===== src/rtl/lsu_mem_ctrl_pkg.sv =====
// rtl/lsu_mem_ctrl_pkg.sv - RV32I load/store types, funct3 codes and state encoding for the LSU
package lsu_mem_ctrl_pkg;

   typedef enum logic [1:0] {
      BYTE = 2'b00,
      HALF = 2'b01,
      WORD = 2'b10
   } mem_size_t;

   typedef enum logic [1:0] {
      S_IDLE,
      S_REQ,
      S_WAIT,
      S_DONE
   } lsu_state_t;

   localparam logic [2:0] F3_LB  = 3'b000;
   localparam logic [2:0] F3_LH  = 3'b001;
   localparam logic [2:0] F3_LW  = 3'b010;
   localparam logic [2:0] F3_LBU = 3'b100;
   localparam logic [2:0] F3_LHU = 3'b101;
   localparam logic [2:0] F3_SB  = 3'b000;
   localparam logic [2:0] F3_SH  = 3'b001;
   localparam logic [2:0] F3_SW  = 3'b010;

   function automatic logic f3_illegal(input logic write, input logic [2:0] f3);
      if (write)
         return f3 > F3_SW;
      return (f3 == 3'b011) || (f3 == 3'b110) || (f3 == 3'b111);
   endfunction

endpackage


===== src/rtl/lsu_mem_ctrl_if.sv =====
// rtl/lsu_mem_ctrl_if.sv - word-addressed data memory request/response bus
interface lsu_mem_ctrl_if;
   logic        mem_req_valid;
   logic        mem_req_ready;
   logic        mem_we;
   logic [31:0] mem_addr;
   logic [31:0] mem_wdata;
   logic [3:0]  mem_wstrb;
   logic        mem_rsp_valid;
   logic [31:0] mem_rdata;

   modport master (
      output mem_req_valid, mem_we, mem_addr, mem_wdata, mem_wstrb,
      input  mem_req_ready, mem_rsp_valid, mem_rdata
   );

   modport slave (
      input  mem_req_valid, mem_we, mem_addr, mem_wdata, mem_wstrb,
      output mem_req_ready, mem_rsp_valid, mem_rdata
   );
endinterface


===== src/rtl/lsu_mem_ctrl_load_extend.sv =====
// rtl/lsu_mem_ctrl_load_extend.sv - selects the addressed byte/half of a read word and extends it
module load_extend
   import lsu_mem_ctrl_pkg::*;
(
   input  logic [31:0] i_rdata,
   input  logic [1:0]  i_addr,
   input  logic [2:0]  i_funct3,
   output logic [31:0] o_data
);

   logic [7:0]  w_byte;
   logic [15:0] w_half;

   always_comb begin
      case (i_addr)
         2'b00:   w_byte = i_rdata[7:0];
         2'b01:   w_byte = i_rdata[15:8];
         2'b10:   w_byte = i_rdata[23:16];
         default: w_byte = i_rdata[31:24];
      endcase
      // addr[0] is deliberately ignored for halves so unaligned halves fold onto their word half
      w_half = i_addr[1] ? i_rdata[31:16] : i_rdata[15:0];
      case (i_funct3)
         F3_LB:   o_data = {{24{w_byte[7]}}, w_byte};
         F3_LH:   o_data = {{16{w_half[15]}}, w_half};
         F3_LBU:  o_data = {24'h0, w_byte};
         F3_LHU:  o_data = {16'h0, w_half};
         default: o_data = i_rdata;
      endcase
   end

endmodule


===== src/rtl/lsu_mem_ctrl.sv =====
// rtl/lsu_mem_ctrl.sv - multi-cycle RV32I load/store unit with stall and timeout
// Optional misaligned-access trap: LSU_MISALIGN_TRAP_EN
module lsu_mem_ctrl
   import lsu_mem_ctrl_pkg::*;
#(
   parameter int TIMEOUT_CYCLES = 255,
   parameter int CNT_WIDTH      = 8
) (
   input  logic                  clk,
   input  logic                  rst,
   input  logic                  i_req_valid,
   input  logic                  i_req_write,
   input  logic [2:0]            i_req_funct3,
   input  logic [31:0]           i_req_addr,
   input  logic [31:0]           i_req_wdata,
   output logic                  o_stall,
   output logic [31:0]           o_load_data,
   output logic                  o_load_valid,
   output logic                  o_bus_error,
   output logic                  o_misaligned,
   lsu_mem_ctrl_if.master        mem
);

   lsu_state_t           r_state;
   lsu_state_t           w_next;
   logic                 r_write;
   logic [2:0]           r_funct3;
   logic [31:0]          r_addr;
   logic [31:0]          r_wdata;
   logic [31:0]          r_load_data;
   logic                 r_err;
   logic                 r_mis;
   logic [CNT_WIDTH-1:0] r_cnt;
   logic                 w_illegal;
   logic                 w_misalign;
   logic                 w_timeout;
   logic                 w_store_acc;
   logic                 w_abort;
   logic [3:0]           w_lanes;
   logic [31:0]          w_wdata_rep;
   logic [31:0]          w_ext;

   assign w_illegal = f3_illegal(i_req_write, i_req_funct3);

`ifdef LSU_MISALIGN_TRAP_EN
   assign w_misalign = !w_illegal &&
      ((mem_size_t'(i_req_funct3[1:0]) == HALF && i_req_addr[0]) ||
       (mem_size_t'(i_req_funct3[1:0]) == WORD && i_req_addr[1:0] != 2'b00));
   assign o_misaligned = (r_state == S_DONE) && r_mis;
`else
   assign w_misalign   = 1'b0;
   assign o_misaligned = 1'b0;
`endif

   generate
      if (TIMEOUT_CYCLES == 0) begin : g_no_timeout
         assign w_timeout = 1'b0;
      end else begin : g_timeout
         assign w_timeout = (r_cnt == CNT_WIDTH'(TIMEOUT_CYCLES - 1));
      end
   endgenerate

   // The last budgeted cycle only succeeds if it finishes the access; a load accepted then still aborts
   assign w_store_acc = mem.mem_req_ready && r_write;
   assign w_abort     = w_timeout &&
      ((r_state == S_REQ && !w_store_acc) || (r_state == S_WAIT && !mem.mem_rsp_valid));

   always_ff @(posedge clk) begin
      if (rst)
         r_state <= S_IDLE;
      else
         r_state <= w_next;
   end

   always_comb begin
      w_next = r_state;
      case (r_state)
         S_IDLE: begin
            if (i_req_valid)
               w_next = (w_illegal || w_misalign) ? S_DONE : S_REQ;
         end
         S_REQ: begin
            if (w_store_acc || w_abort)
               w_next = S_DONE;
            else if (mem.mem_req_ready)
               w_next = S_WAIT;
         end
         S_WAIT: begin
            if (mem.mem_rsp_valid || w_abort)
               w_next = S_DONE;
         end
         default: w_next = S_IDLE;
      endcase
   end

   always_ff @(posedge clk) begin
      if (rst) begin
         r_write     <= 1'b0;
         r_funct3    <= 3'b000;
         r_addr      <= 32'h0;
         r_wdata     <= 32'h0;
         r_load_data <= 32'h0;
         r_err       <= 1'b0;
         r_mis       <= 1'b0;
         r_cnt       <= '0;
      end else begin
         case (r_state)
            S_IDLE: begin
               if (i_req_valid) begin
                  r_write  <= i_req_write;
                  r_funct3 <= i_req_funct3;
                  r_addr   <= i_req_addr;
                  r_wdata  <= i_req_wdata;
                  r_err    <= 1'b0;
                  r_mis    <= w_misalign;
                  r_cnt    <= '0;
                  if (w_illegal || w_misalign)
                     r_load_data <= 32'h0;
               end
            end
            S_REQ, S_WAIT: begin
               r_cnt <= r_cnt + 1'b1;
               if (w_abort) begin
                  r_err       <= 1'b1;
                  r_load_data <= 32'h0;
               end else if (r_state == S_WAIT && mem.mem_rsp_valid) begin
                  r_load_data <= w_ext;
               end
            end
            default: ;
         endcase
      end
   end

   always_comb begin
      w_lanes     = 4'b1111;
      w_wdata_rep = r_wdata;
      case (mem_size_t'(r_funct3[1:0]))
         BYTE: begin
            w_lanes     = 4'b0001 << r_addr[1:0];
            w_wdata_rep = {4{r_wdata[7:0]}};
         end
         HALF: begin
            w_lanes     = 4'b0011 << {r_addr[1], 1'b0};
            w_wdata_rep = {2{r_wdata[15:0]}};
         end
         default: ;
      endcase
   end

   load_extend u_load_extend (
      .i_rdata  (mem.mem_rdata),
      .i_addr   (r_addr[1:0]),
      .i_funct3 (r_funct3),
      .o_data   (w_ext)
   );

   assign mem.mem_req_valid = (r_state == S_REQ);
   assign mem.mem_we        = r_write;
   assign mem.mem_addr      = {r_addr[31:2], 2'b00};
   assign mem.mem_wdata     = w_wdata_rep;
   assign mem.mem_wstrb     = r_write ? w_lanes : 4'b0000;

   assign o_stall      = i_req_valid && (r_state != S_DONE);
   assign o_load_data  = r_load_data;
   assign o_load_valid = (r_state == S_DONE) && !r_write && !r_err && !r_mis;
   assign o_bus_error  = (r_state == S_DONE) && r_err;

endmodule


===== src/flat_wrapper.sv =====
// flat-port wrapper written by rule: the top's interface ports become plain ports
module lsu_mem_ctrl_flat import lsu_mem_ctrl_pkg::*;
#(
   parameter int TIMEOUT_CYCLES = 255,
   parameter int CNT_WIDTH      = 8
)
  (clk, rst, i_req_valid, i_req_write, i_req_funct3, i_req_addr, i_req_wdata, o_stall, o_load_data, o_load_valid, o_bus_error, o_misaligned, mem_mem_req_valid, mem_mem_we, mem_mem_addr, mem_mem_wdata, mem_mem_wstrb, mem_mem_req_ready, mem_mem_rsp_valid, mem_mem_rdata);
  lsu_mem_ctrl_if mem_i ();
  input  logic clk;
  input  logic rst;
  input  logic i_req_valid;
  input  logic i_req_write;
  input  logic [2:0] i_req_funct3;
  input  logic [31:0] i_req_addr;
  input  logic [31:0] i_req_wdata;
  output logic o_stall;
  output logic [31:0] o_load_data;
  output logic o_load_valid;
  output logic o_bus_error;
  output logic o_misaligned;
  output wire logic [$bits(mem_i.mem_req_valid)-1:0] mem_mem_req_valid;
  output wire logic [$bits(mem_i.mem_we)-1:0] mem_mem_we;
  output wire logic [$bits(mem_i.mem_addr)-1:0] mem_mem_addr;
  output wire logic [$bits(mem_i.mem_wdata)-1:0] mem_mem_wdata;
  output wire logic [$bits(mem_i.mem_wstrb)-1:0] mem_mem_wstrb;
  input wire logic [$bits(mem_i.mem_req_ready)-1:0] mem_mem_req_ready;
  input wire logic [$bits(mem_i.mem_rsp_valid)-1:0] mem_mem_rsp_valid;
  input wire logic [$bits(mem_i.mem_rdata)-1:0] mem_mem_rdata;
  assign mem_mem_req_valid = mem_i.mem_req_valid;
  assign mem_mem_we = mem_i.mem_we;
  assign mem_mem_addr = mem_i.mem_addr;
  assign mem_mem_wdata = mem_i.mem_wdata;
  assign mem_mem_wstrb = mem_i.mem_wstrb;
  assign mem_i.mem_req_ready = mem_mem_req_ready;
  assign mem_i.mem_rsp_valid = mem_mem_rsp_valid;
  assign mem_i.mem_rdata = mem_mem_rdata;
  lsu_mem_ctrl #(.TIMEOUT_CYCLES(TIMEOUT_CYCLES), .CNT_WIDTH(CNT_WIDTH)) u_core (.clk(clk), .rst(rst), .i_req_valid(i_req_valid), .i_req_write(i_req_write), .i_req_funct3(i_req_funct3), .i_req_addr(i_req_addr), .i_req_wdata(i_req_wdata), .o_stall(o_stall), .o_load_data(o_load_data), .o_load_valid(o_load_valid), .o_bus_error(o_bus_error), .o_misaligned(o_misaligned), .mem(mem_i));
endmodule

===== config.mk =====
export PLATFORM = sky130hd
export DESIGN_NAME = lsu_mem_ctrl_flat
export DESIGN_NICKNAME = d
export VERILOG_FILES = /design/src/rtl/lsu_mem_ctrl_pkg.sv /design/src/rtl/lsu_mem_ctrl_if.sv /design/src/rtl/lsu_mem_ctrl_load_extend.sv /design/src/rtl/lsu_mem_ctrl.sv /design/src/flat_wrapper.sv
export SDC_FILE = /design/constraint.sdc
export NUM_CORES = 1
export LEC_CHECK = 0
export BUFFER_PORTS_ARGS = -buffer_cell sky130_fd_sc_hd__buf_2
export CORE_ASPECT_RATIO = 1.75
export CORE_UTILIZATION = 42
export CTS_CLUSTER_DIAMETER = 50
export CTS_CLUSTER_SIZE = 25
export DETAILED_ROUTE_END_ITERATION = 8
export GPL_ROUTABILITY_DRIVEN = 0
export PLACE_DENSITY = 0.85
export SETUP_SLACK_MARGIN = 0.5
export SLEW_MARGIN = 20
export SYNTH_ARGS = -nofsm -noshare
export SYNTH_HDL_FRONTEND = slang
export SYNTH_SLANG_ARGS = --single-unit

===== constraint.sdc =====
create_clock -name clk -period 1.89 [get_ports clk]
set_clock_uncertainty 0.2 [all_clocks]
set_input_delay 0.0945 -clock clk [delete_from_list [all_inputs] [get_ports clk]]
set_output_delay 0.0945 -clock clk [all_outputs]
set_load 0.01 [all_outputs]

### Word-level counts from Yosys, hierarchy flattened

Cells that the tools add are included.

* bits in registers: 111
* bits in latches: 0
* bits in writable memories: 0
* bits in read-only memories: 0
* bits of input ports: 105
* output and inout port bits: 106
* memories kept: 0

* add/sub/neg operators: 1
* multiply operators: 0
* div/mod/pow operators: 0
* magnitude comparators: 1
* equality and inequality tests: 20
* shift operators: 2
* mux-type cells: 25
* bitwise operators: 0
* reduce and logical (&&, ||, !) cells: 29

Operator list (number)
* 32-bit 2-to-1 mux: 4
* 32-bit case mux with 2 select lines: 2
* 32-bit case mux with 4 select lines: 1
* 8-bit case mux with 3 select lines: 1
* 16-bit 2-to-1 mux: 1
* 8-bit case mux with 2 select lines: 1
* 3-bit == test (second input constant): 4
* 2-bit 2-to-1 mux: 5
* 1-bit logical AND: 9
* 8-bit by 1-bit adder with 8-bit output (second input constant): 1
* 8-bit == test (second input constant): 1
* 8-bit 2-to-1 mux: 1
* 4-bit case mux with 2 select lines: 1
* 2-bit by 1-bit == test with 1-bit output (second input constant): 3
* 2-bit == test (second input constant): 3
* 2-bit zero test: 3
* 2-bit inequality test (second input constant): 3
* 3-bit by 1-bit inequality test with 1-bit output (second input constant): 2
* 2-bit case mux with 3 select lines: 1
* 3-bit AND reduction: 2
* 1-bit logical OR: 5
* 1-bit 2-to-1 mux: 5
* 1-bit zero test: 4
* 4-bit 2-to-1 mux: 1
* 12 further kinds: 14

### Logic depth before layout (Yosys ltp)

Gate-level depths: netlist of run 1.

* depth after elaboration: 8
* depth in mapped cells: 9

### By module

A second synthesis of run 1 with hierarchy kept.

* cells, all modules: 686
* area, all modules: 5512.8 µm²

By module, submodules not included
* lsu_mem_ctrl: times used 1, cells an instance 555, area an instance 4789.6 µm²
* load_extend: times used 1, cells an instance 131, area an instance 723.2 µm²

### Worst setup path after synthesis of run 1

No wires, ideal clock.

* path kind: register -> register
* from: register u_core.r_state[1]
* to: register u_core.r_load_data[27] (netlist: u_core.o_load_data[27])
* setup time: 0.131 ns
* data arrival time: 1.795 ns
* data required time: 1.559 ns
* path slack: -0.236 ns
* stages on the path, launching flop included: 10
* path buffers: 2
* cell sequence: dfxtp_1 > inv_1 > ha_1 > a21bo_2 > a211oi_2 > and4b_1 > buf_6 > o21ai_4 > buf_8 > o31ai_1

* cells in the longest elaborated chain, start to end: 6

RTL lines
* from (decl): RTL line lsu_mem_ctrl.sv:24 `lsu_state_t r_state;`
* from (signal assigned): RTL line lsu_mem_ctrl.sv:72 `r_state <= w_next;`
* 2-bit by 1-bit == test with 1-bit output (*)
* via mem_mem_req_valid: RTL line flat_wrapper.sv:21 `output wire logic [$bits(mem_i.mem_req_valid)-1:0] mem_mem_req_valid;`
* 1-bit logical AND: RTL line lsu_mem_ctrl.sv:66 `((r_state == S_REQ && !w_store_acc) || (r_state == S_WAIT && !mem.mem_rsp_valid));`
* 1-bit logical OR: RTL line lsu_mem_ctrl.sv:66
* 1-bit logical AND: RTL line lsu_mem_ctrl.sv:65 `assign w_abort = w_timeout &&`
* 3-bit by 1-bit inequality test with 1-bit output (no line) / 32-bit 2-to-1 mux (equally long branches)
* 4-bit AND reduction (no line) / 32-bit case mux with 2 select lines (equally long branches)
* to (signal assigned): RTL line lsu_mem_ctrl.sv:127 `r_load_data <= w_ext;`
* to (decl): RTL line lsu_mem_ctrl.sv:30 `logic [31:0] r_load_data;`

The timed path passes the listed nets; every way through them passes the cells marked *.
A chain may end at the register's enable or synchronous reset.

### Final worst setup path of run 1

* from: register u_core.r_state[1]
* to: register u_core.r_load_data[24] (netlist: u_core.o_load_data[24])

* cells in the longest elaborated chain, start to end: 6

RTL lines (RTL line)
* 2-bit by 1-bit == test with 1-bit output / 2-bit == test (equally long branches): lsu_mem_ctrl.sv:66, lsu_mem_ctrl.sv:107, lsu_mem_ctrl.sv:126
* 1-bit logical AND: lsu_mem_ctrl.sv:66
* 1-bit logical OR: lsu_mem_ctrl.sv:66
* 1-bit logical AND: lsu_mem_ctrl.sv:65
* 3-bit by 1-bit inequality test with 1-bit output (no line) / 32-bit 2-to-1 mux (equally long branches)
* 4-bit AND reduction (no line) / 32-bit case mux with 2 select lines (equally long branches)

Several ways; a longest one is shown, not always the timed one.

==> results.py, run 1 <==
metrics = {
    "drt": {
        "avgViaCountPerCell": 5.94,
        "drc": 0,
        "drtIter0Drc": 582,
        "routedWlPerCell_um": 24.1,
        "wl_um": 28600,
        "antenna_left": 0,
        "first_pass_iters": 8,
        "dr_total_vias": 7043,
    },
    "logic_synthesis": {
        "yosys_warnings": 0,
        "yosysSeqAreaShare_pct": 40.2,
        "ys_async_sr_fraction_pct": 0,
        "synth_most_common_cell": "nand2_1",
        "yosysTopAreaCell": "dfxtp_1",
        "synth_edf_count": 0,
        "synthCells": 683,
        "yosys-top-cells-area": "dfxtp_1, nand2_1, a21oi_1",
        "yosysTopAreaCellShare_pct": 40.2,
        "avgSynthCellArea_um2": 8.09,
        "synthTopCellsByCount": "nand2_1, dfxtp_1, a21oi_1",
        "ys_ff_latch": 111,
        "synthFlopType": "dfxtp_1",
        "syn_area_mm2": 0.00552,
        "yosysUniqueCellTypes": 55,
    },
    "pwr": {
        "p_clk_share_pct": 17.1,
        "p_int_mw": 6.99,
        "switching_share_pct": 40.9,
        "vdd_drop_max_mv": 0.778,
        "pwr-share-comb_pct": 55.6,
        "p_seq_share_pct": 27.2,
        "p_leak_nw": 4.60,
        "powerDensity_mw_per_mm2": 1160,
        "switching_power_mw": 4.85,
    },
    "floorplanning": {
        "die_x_um": 88.7,
        "die_h_um": 154,
        "ioPinCount": 211,
        "core_mm2": 0.0129,
        "die-area_mm2": 0.0136,
        "initial_core_util_pct": 42.9,
        "rows": 55,
    },
    "final_layout": {
        "nNetsFinal": 1121,
        "fill_cells": 700,
        "multi_input_area_mm2": 0.00395,
        "syn2layout_area_growth_pct": 85.3,
        "seq_area_mm2": 0.00224,
        "stdcell_count": 1186,
        "final_util_pct": 79.5,
        "num_antenna_cells": 0,
        "drive_gt1_share_pct": 54.9,
    },
    "sta": {
        "finalMaxSlewViolations": 0,
        "hold_violations": 0,
        "rsz0062_at_grt": "yes",
        "fmax_mhz": 410,
        "layout_setup_ws_ps": -546,
        "final.min_clock_period_ps": 2440,
        "finalCritPeriodShare_pct": 129,
        "setup_viol": 37,
        "slew_headroom_pct": 40.7,
        "tightestPinTransition_ps": 889,
    },
    "global_routing": {
        "grt_pass1_vias": 6548,
        "grt_overflow": 0,
        "antenna_found_initial": 1,
        "grt_max_degree": 44,
        "grtUsageTotal_pct": 31.4,
        "grt_pass1_wl_um": 32600,
    },
    "worst_setup_path": {
        "reg2reg_to": "u_core.o_load_data[24]",
        "worstRegToRegCells": 7,
        "required_ps": 1900,
        "worstPathArrival_ps": 2450,
        "critical_path_class": "reg2reg",
        "cp-start-kind": "flop",
        "reg2reg_slack_ps": -550,
        "cp_slowest_stage_delay_ps": 480,
        "worstPathCellList": "inv_4 -> ha_4 -> nor2b_4 -> a311oi_2 -> and4b_4 -> o21ai_4 -> o31ai_2",
        "cp_top_family": "compound AO/OA/AOI/OAI gates",
        "slowest_stage": "o31ai_2",
        "r2r_start": "u_core.r_state[1]",
        "cp_num_buf_inv": 1,
        "worstSetupEndpointType": "flop",
        "critical_path.max_fanout": 8,
    },
    "worst_hold_path": {
        "holdPathEnd": "u_core.o_load_data[3]",
        "worstHoldStart": "mem_mem_rdata[3]",
        "worstHoldPathType": "in2reg",
        "hold_depth": 4,
    },
    "placed_design": {
        "dpl.cell_count": 1018,
        "portBuffers": 207,
        "dp_hpwl_um": 11500,
    },
    "cts": {
        "path_clk_slew_ps": 90,
        "clkLatencyLatePin_ps": 350,
        "htree_levels": 3,
        "tritoncts": "yes",
        "clockBufferDepth": 2,
        "cts.sinks": 111,
        "cts_buffers": 9,
        "root_buffer": "clkbuf_16",
    },
    "status": {
        "status": "finished with violations",
        "failed_checks": "negative setup slack",
    },
    "job": {
        "maxCapViolations": 0,
    },
}
## cell families (layout without fill, tap and decap cells)
| family | count (synthesis) | after routing | share of synthesized area (%) |
|---|---|---|---|
| other | 1 | 3 | 0.0679 |
| DFF | 111 | 111 | 40.2 |
| and+or+nand+nor | 275 | 275 | 22.8 |
| muxes | 28 | 28 | 5.69 |
| adders and majority gates | 6 | 6 | 1.36 |
| xor gates and xnor gates | 7 | 7 | 1.11 |
| AOI/OAI and AO/OA | 156 | 157 | 18.0 |
| buffers and inverters | 99 | 428 | 10.7 |
## metal layers
| layer | vias up | track usage (%) | share of wire (%) |
|---|---|---|---|
| met4 | 2 | 22.5 | 9.3 |
| met5 | - | 0 | 0.045 |
| met1 | 3288 | 31.4 | 31 |
| met2 | 583 | 54.9 | 50 |
| li1 | 2949 | - | - |
| met3 | 221 | 7.57 | 9.2 |
## registers in the layout, summed over array words and instances (netlist names)
name	flops
u_core.r_wdata	32
u_core.r_funct3	3
u_core.r_err	1
u_core.mem.mem_we	1
u_core.r_state	2
u_core.o_load_data	32
u_core.r_cnt	8
u_core.r_addr	32
## timing repair
action / CTS / global route
setup buffers: 22 / 14
gates resized for setup: 120 / 222
endpoints found under the setup margin: 143 / 143
gates cloned: 10 / 9
pin swaps: 15 / 67
hold buffers: 97 / 0
endpoints found under the hold margin: 97 / 0
## per-stage QoR
| step | TNS, ps | instance area, um^2 | hold slack, ps | setup WS, ps | total power, mW |
|---|---|---|---|---|---|
| floorplan | -1840 | 5770 | 30.5 | -142 | 5.54 |
| global placement | -5450 | 6810 | 134 | -201 | 6.56 |
| detailed placement | -6310 | 6810 | 141 | -225 | 6.63 |
| CTS | -4040 | 9020 | -10.8 | -153 | 9.88 |
| global route | -14080 | 10200 | 149 | -676 | 12.2 |
| finish | -10050 | 10200 | 60.7 | -546 | 11.8 |
## final cells by class
class | count | area share (%)
repair buffers | 404 | 34.1
inverters | 8 | 0.342
multi-input cells | 476 | 38.6
clock buffers | 10 | 2.24
clock inverters | 6 | 0.733
flip-flops and latches | 111 | 21.9
well taps | 171 | 2.09
## tightest hold or removal path, delay by kind of cell
family / cells / cell delay (ps)
compound gates: 2 / 260
simple gates: 1 / 140
buf+inv: 1 / 100
## power groups by stage
stage          registers (mW)  logic [mW]  clock network [mW]
4_1_cts                  3.12        4.74                2.01
6_report                 3.22        6.59                2.03
3_3_place_gp             3.12        3.44                   0
3_5_place_dp             3.14        3.49                   0
5_1_grt                  3.26        6.86                2.13
2_1_floorplan            3.17        2.37                   0
## placed cells by master, fill, tap and decap left out, types with 12 or more instances in the layout
master	count
buf_2	184
dfxtp_1	104
dlygate4sd3_1	97
nand2_1	88
nand2_4	51
buf_6	48
a21oi_2	43
buf_4	42
nor2b_1	31
a21oi_1	29
nand2_2	18
nor2_1	18
mux2_4	16
nand3_2	16
clkbuf_16	16
nand3_1	12
## how the worst max path moves through the flow
stage                      start  slack [ps]  cells after the start                endpoint
2_1_floorplan  u_core.r_state[0]        -140                      9  u_core.o_load_data[27]
3_3_place_gp   u_core.r_state[0]        -200                      9   u_core.o_load_data[3]
3_5_place_dp   u_core.r_state[0]        -230                      9   u_core.o_load_data[0]
4_1_cts        u_core.r_state[0]        -150                      7  u_core.o_load_data[19]
5_1_grt        u_core.r_state[1]        -680                      7  u_core.o_load_data[24]
6_report       u_core.r_state[1]        -550                      7  u_core.o_load_data[24]
Note: power is estimated with default switching activity, not from simulation.
==> run 2: changes to the inputs <==
--- a/config.mk
+++ b/config.mk
@@ -18,3 +18,4 @@
 export SYNTH_ARGS = -nofsm -noshare
 export SYNTH_HDL_FRONTEND = slang
 export SYNTH_SLANG_ARGS = --single-unit
+export TNS_END_PERCENT = 20
==> run 2 against run 1 <==
Compared with the run above:
- the flow still finishes with violations (negative setup slack)
- first-iteration DRC count decreased by 14%
- clock power decreased by 2%
- non-clock buffer count decreased by 33
- sequential share of layout area grew 3.4 points
- flip-flop and latch count stayed put
- global-route usage decreased by 1.9 points
- via count is 8.0% lower
- highest routed layer unchanged
==> results.py, run 2 (synthesized netlist as in run 1, its figures left out) <==
metrics = {
    "global_routing": {
        "grt_pass1_vias": 6362,
        "antenna_found_initial": 2,
        "grtUsageTotal_pct": 29.5,
        "grt_max_degree": 95,
        "grt_overflow": 0,
        "grt_pass1_wl_um": 31000,
    },
    "pwr": {
        "powerDensity_mw_per_mm2": 1140,
        "switching_power_mw": 3.91,
        "p_clk_share_pct": 19.6,
        "p_leak_nw": 3.95,
        "pwr-share-comb_pct": 49.0,
        "vdd_drop_max_mv": 0.575,
        "switching_share_pct": 38.7,
        "p_int_mw": 6.18,
        "p_seq_share_pct": 31.3,
    },
    "sta": {
        "final.min_clock_period_ps": 2370,
        "finalMaxSlewViolations": 0,
        "slew_headroom_pct": 41.1,
        "fmax_mhz": 421,
        "setup_viol": 54,
        "tightestPinTransition_ps": 884,
        "layout_setup_ws_ps": -484,
        "setup_tns_ps": -9820,
        "hold_violations": 0,
        "finalCritPeriodShare_pct": 126,
        "rsz0062_at_grt": "yes",
    },
    "worst_setup_path": {
        "cp-start-kind": "flop",
        "reg2reg_to": "u_core.o_load_data[2]",
        "worstPathArrival_ps": 2410,
        "worstPathCellList": "nor2b_4 -> o21bai_4 -> buf_6 -> buf_4 -> a222oi_1 -> nor3_2 -> a31o_2",
        "worstSetupEndpointType": "flop",
        "cp_slowest_stage_delay_ps": 800,
        "r2r_start": "u_core.r_addr[0]",
        "worstRegToRegCells": 7,
        "critical_path_class": "reg2reg",
        "reg2reg_slack_ps": -480,
        "required_ps": 1930,
        "cp-startpoint": "u_core.r_addr[0]",
        "crit_end": "u_core.o_load_data[2]",
        "critical_path.max_fanout": 6,
        "slowest_stage": "a222oi_1",
    },
    "cts": {
        "tritoncts": "yes",
        "path_clk_slew_ps": 80,
        "clockBufferDepth": 2,
        "htree_levels": 3,
        "cts.sinks": 111,
        "clkLatencyLatePin_ps": 350,
        "cts_buffers": 9,
        "root_buffer": "clkbuf_16",
    },
    "floorplanning": {
        "core_mm2": 0.0129,
        "initial_core_util_pct": 42.9,
        "die_h_um": 154,
        "rows": 55,
        "ioPinCount": 211,
        "die-area_mm2": 0.0136,
        "die_x_um": 88.7,
    },
    "final_layout": {
        "final_area_mm2": 0.00885,
        "layout_commonest_cell": "buf_2",
        "layout_common_cells": "buf_2, nand2_1, dfxtp_1, dlygate4sd3_1, a21oi_1",
        "drive_gt1_share_pct": 40.3,
        "nNetsFinal": 1088,
        "final_util_pct": 68.7,
        "multi_input_area_mm2": 0.00312,
        "seq_area_mm2": 0.00224,
        "syn2layout_area_growth_pct": 60.2,
        "fill_cells": 870,
    },
    "placed_design": {
        "placed_area_mm2": 0.00671,
        "portBuffers": 207,
        "dp_hpwl_um": 11200,
    },
    "drt": {
        "avgViaCountPerCell": 5.62,
        "routedWlPerCell_um": 19.9,
        "antenna_left": 0,
        "dr_total_vias": 6482,
        "first_pass_iters": 6,
        "drc": 0,
        "drtIter0Drc": 498,
        "wl_um": 22900,
    },
    "job": {
        "maxCapViolations": 0,
    },
    "status": {
        "status": "finished with violations",
        "failed_checks": "negative setup slack",
    },
    "worst_hold_path": {
        "worstHoldPathType": "in2reg",
    },
}
[run 2: changes by cell type in the layout (fill, tap and decap cells not counted), sizes merged]
cell / previous run / this run
buf: 300 / 273
clkbuf: 17 / 13
dlygate4sd3: 97 / 94
clkinv: 1 / 0
diode: 0 / 1
bufbuf: 0 / 1
[run 2: critical path, delay by kind of cell, from the launching register on]
kind / cells / cell delay [ps]
and+or+nand+nor: 2 / 310
AOI/OAI and AO/OA: 3 / 1130
DFF: 1 / 350
buffers and inverters: 2 / 290
[run 2: final cells by class]
| type | instances | share of cell area, % |
|---|---|---|
| multi-input combinational | 476 | 35.3 |
| timing repair buffer | 371 | 33.1 |
| sequential | 111 | 25.3 |
| clock buffer | 10 | 2.70 |
| tap | 171 | 2.42 |
| clock inverter | 5 | 0.721 |
| inverter | 8 | 0.396 |
| antenna | 1 | 0.0283 |
[run 2: worst min path at each step]
stage	start	end	slack [ps]	cells after the start
finish	mem_mem_rdata[0]	u_core.o_load_data[0]	5	4
global route	mem_mem_rdata[0]	u_core.o_load_data[0]	10	4
CTS	mem_mem_rdata[0]	u_core.o_load_data[0]	-10	4
detailed placement	i_req_wdata[3]	u_core.r_wdata[3]	140	3
global placement	i_req_addr[19]	u_core.r_addr[19]	130	3
floorplan	i_req_wdata[16]	u_core.r_wdata[16]	30	2
[run 2: timing repair]
item / in CTS / in global routing
buffers inserted: 10 / 9
hold buffers: 94 / 0
pin swaps: 25 / 18
endpoints found under the hold margin: 94 / 0
gates resized for setup: 84 / 52
setup endpoints to repair: 143 / 143
cloned: 3 / 3
[run 2: stage by stage]
step	total power, mW	hold slack [ps]	setup slack, ps	std cells
after floorplan	5.34	30.5	-142	685
after CTS	9.19	-9.78	-177	1140
after global placement	6.47	134	-223	1018
after detailed placement	6.54	140	-314	1018
after global routing	10.5	13.0	-626	1152
final	10.1	5.02	-484	1153
[run 2: layer usage]
layer / part of all wire [%] / vias up / GRT usage (%)
met5: 0.044 / - / 0
met3: 8.8 / 152 / 7.35
met4: 7.3 / 2 / 19.6
met1: 33 / 3003 / 30.1
li1: - / 2878 / -
met2: 51 / 447 / 51.5
[run 2: power by group through the flow]
stage | Combinational (mW) | Clock [mW] | Sequential, mW
3_5_place_dp | 3.42 | 0 | 3.12
2_1_floorplan | 2.18 | 0 | 3.16
4_1_cts | 4.12 | 1.98 | 3.09
6_report | 4.95 | 1.98 | 3.16
3_3_place_gp | 3.36 | 0 | 3.11
5_1_grt | 5.22 | 2.09 | 3.20
==> run 3: changes to the inputs <==
--- a/config.mk
+++ b/config.mk
@@ -13,6 +13,7 @@
 export DETAILED_ROUTE_END_ITERATION = 8
 export GPL_ROUTABILITY_DRIVEN = 0
 export PLACE_DENSITY = 0.85
+export REMOVE_ABC_BUFFERS = 1
 export SETUP_SLACK_MARGIN = 0.5
 export SLEW_MARGIN = 20
 export SYNTH_ARGS = -nofsm -noshare
==> run 3 against run 2 <==
Compared with the run above:
- the flow still finishes with violations (negative setup slack)
- global-route usage shrank 2.1 points
- sequential power is essentially flat
- maximum frequency grew 11%
- cell area shrank 1.4%
- setup slack gained 240 ps
- first-iteration DRC count shrank 35%
- wire length shrank 11%
- count of clock-buffer cells in the layout shrank 1
- clock power shrank 5%
- critical path depth grew 2
- total power shrank 6.6%
- largest cell class unchanged
- largest power group unchanged
==> results.py, run 3 (synthesized netlist as in run 1, its figures left out) <==
metrics = {
    "status": {
        "status": "finished with violations",
        "failed_checks": "negative setup slack",
    },
    "global_routing": {
        "grt_max_degree": 69,
        "grt_overflow": 0,
        "grt_pass1_vias": 6265,
        "grt_pass1_wl_um": 29300,
        "antenna_found_initial": 0,
        "grtUsageTotal_pct": 27.4,
    },
    "pwr": {
        "p_int_mw": 5.71,
        "vdd_drop_max_mv": 0.575,
        "p_seq_share_pct": 33.3,
        "pwr-share-comb_pct": 46.8,
        "powerDensity_mw_per_mm2": 1080,
        "p_leak_nw": 3.90,
        "switching_share_pct": 39.4,
        "p_clk_share_pct": 20.0,
        "switching_power_mw": 3.71,
    },
    "drt": {
        "dr_total_vias": 6220,
        "avgViaCountPerCell": 5.45,
        "first_pass_iters": 5,
        "routedWlPerCell_um": 17.9,
        "wl_um": 20500,
        "drc": 0,
        "drtIter0Drc": 325,
        "antenna_left": 0,
    },
    "placed_design": {
        "placed_area_mm2": 0.00665,
        "dpl.cell_count": 1016,
        "dp_hpwl_um": 11100,
        "portBuffers": 207,
    },
    "worst_setup_path": {
        "critical_path_class": "reg2reg",
        "worstPathArrival_ps": 2170,
        "required_ps": 1930,
        "cp-start-kind": "flop",
        "worstRegToRegCells": 9,
        "critical_path.max_fanout": 8,
        "worstSetupEndpointType": "flop",
    },
    "floorplanning": {
        "die_x_um": 88.7,
        "core_mm2": 0.0129,
        "die_h_um": 154,
        "initial_core_util_pct": 42.9,
        "ioPinCount": 211,
        "die-area_mm2": 0.0136,
        "rows": 55,
    },
    "sta": {
        "fmax_mhz": 468,
        "hold_violations": 0,
        "finalMaxSlewViolations": 0,
        "rsz0062_at_grt": "yes",
        "final.min_clock_period_ps": 2140,
        "layout_setup_ws_ps": -245,
        "hold-worst-slack_ps": 11.9,
        "finalCritPeriodShare_pct": 113,
        "setup_viol": 41,
    },
    "worst_hold_path": {
        "worstHoldPathType": "in2reg",
        "hold_depth": 3,
    },
    "final_layout": {
        "layout_common_cells": "buf_2, nand2_1, dfxtp_1, dlygate4sd3_1, a21oi_1",
        "layout_commonest_cell": "buf_2",
        "nNetsFinal": 1076,
        "syn2layout_area_growth_pct": 57.9,
        "num_antenna_cells": 0,
        "fill_cells": 924,
        "stdcell_count": 1141,
        "final_area_mm2": 0.00872,
        "drive_gt1_share_pct": 41.2,
    },
    "cts": {
        "path_clk_slew_ps": 80,
        "clockBufferDepth": 2,
        "root_buffer": "clkbuf_16",
        "clkLatencyLatePin_ps": 340,
        "htree_levels": 3,
        "cts.sinks": 111,
        "cts_buffers": 9,
        "tritoncts": "yes",
    },
    "job": {
        "maxCapViolations": 0,
    },
}
-- run 3: cell count changes in the layout (fill, tap and decap cells not counted), sizes merged --
cell         before  now
bufbuf            1    0
clkinv            0    3
clkbuf           13    9
bufinv            1    0
dlygate4sd3      94  101
buf             273  258
diode             1    0
-- run 3: layout make-up --
class / instances / area [um^2] / share of cell area (%)
sequential: 111 / 2240 / 25.6
inverter: 8 / 35.0 / 0.402
clock inverter: 7 / 65.1 / 0.746
tap: 171 / 214 / 2.45
timing repair buffer: 359 / 2680 / 30.8
multi-input combinational: 476 / 3260 / 37.4
clock buffer: 9 / 225 / 2.58
-- run 3: what timing repair did --
| action | in CTS | in global routing |
|---|---|---|
| setup buffers | 6 | 0 |
| setup endpoints to repair | 143 | 143 |
| hold endpoints to repair | 100 | 0 |
| hold buffers | 101 | 0 |
| cloned | 2 | 0 |
| pin swaps | 39 | 45 |
| gates resized for setup | 49 | 119 |
-- run 3: power groups by stage --
| stage | clock network, mW | registers [mW] | logic [mW] |
|---|---|---|---|
| 4_1_cts | 1.91 | 3.08 | 3.83 |
| 6_report | 1.88 | 3.13 | 4.41 |
| 3_3_place_gp | 0 | 3.10 | 3.24 |
| 2_1_floorplan | 0 | 3.31 | 1.58 |
| 3_5_place_dp | 0 | 3.12 | 3.30 |
| 5_1_grt | 2.03 | 3.18 | 4.71 |
-- run 3: per-layer routing --
metal	global-route usage (%)	vias up	wire, um
li1	-	2854	-
met1	28.2	2923	7170
met2	47.8	349	10700
met3	6.23	94	1400
met4	18.5	0	1240
met5	0	-	0
-- run 3: per-stage QoR --
stage / setup TNS [ps] / power (mW) / util [%] / setup slack (ps)
2_1_floorplan: -72630 / 4.88 / - / -1140
3_3_place_gp: -5560 / 6.34 / 51.7 / -202
3_5_place_dp: -7700 / 6.42 / 51.7 / -277
4_1_cts: -4530 / 8.82 / 64.1 / -169
5_1_grt: -8540 / 9.92 / 67.8 / -290
6_report: -6280 / 9.42 / 67.8 / -245
-- run 3: worst paths after layout --
kind              slack, ps                     to               from
setup / recovery       -250  u_core.o_load_data[4]  u_core.r_state[0]
hold / removal           10     u_core.r_funct3[1]                rst
setup reg to reg       -250  u_core.o_load_data[4]  u_core.r_state[0]
hold reg to reg         260       u_core.r_addr[5]   u_core.r_addr[5]
-- run 3: critical path, stage by stage (launching register included) --
cell and delay, ps:
dfxtp_2 370, buf_4 150, ha_4 130, a21bo_4 220, a211oi_4 250, buf_6 150, nand3b_1 150, buf_12 140
nor3_2 50, a31o_2 230
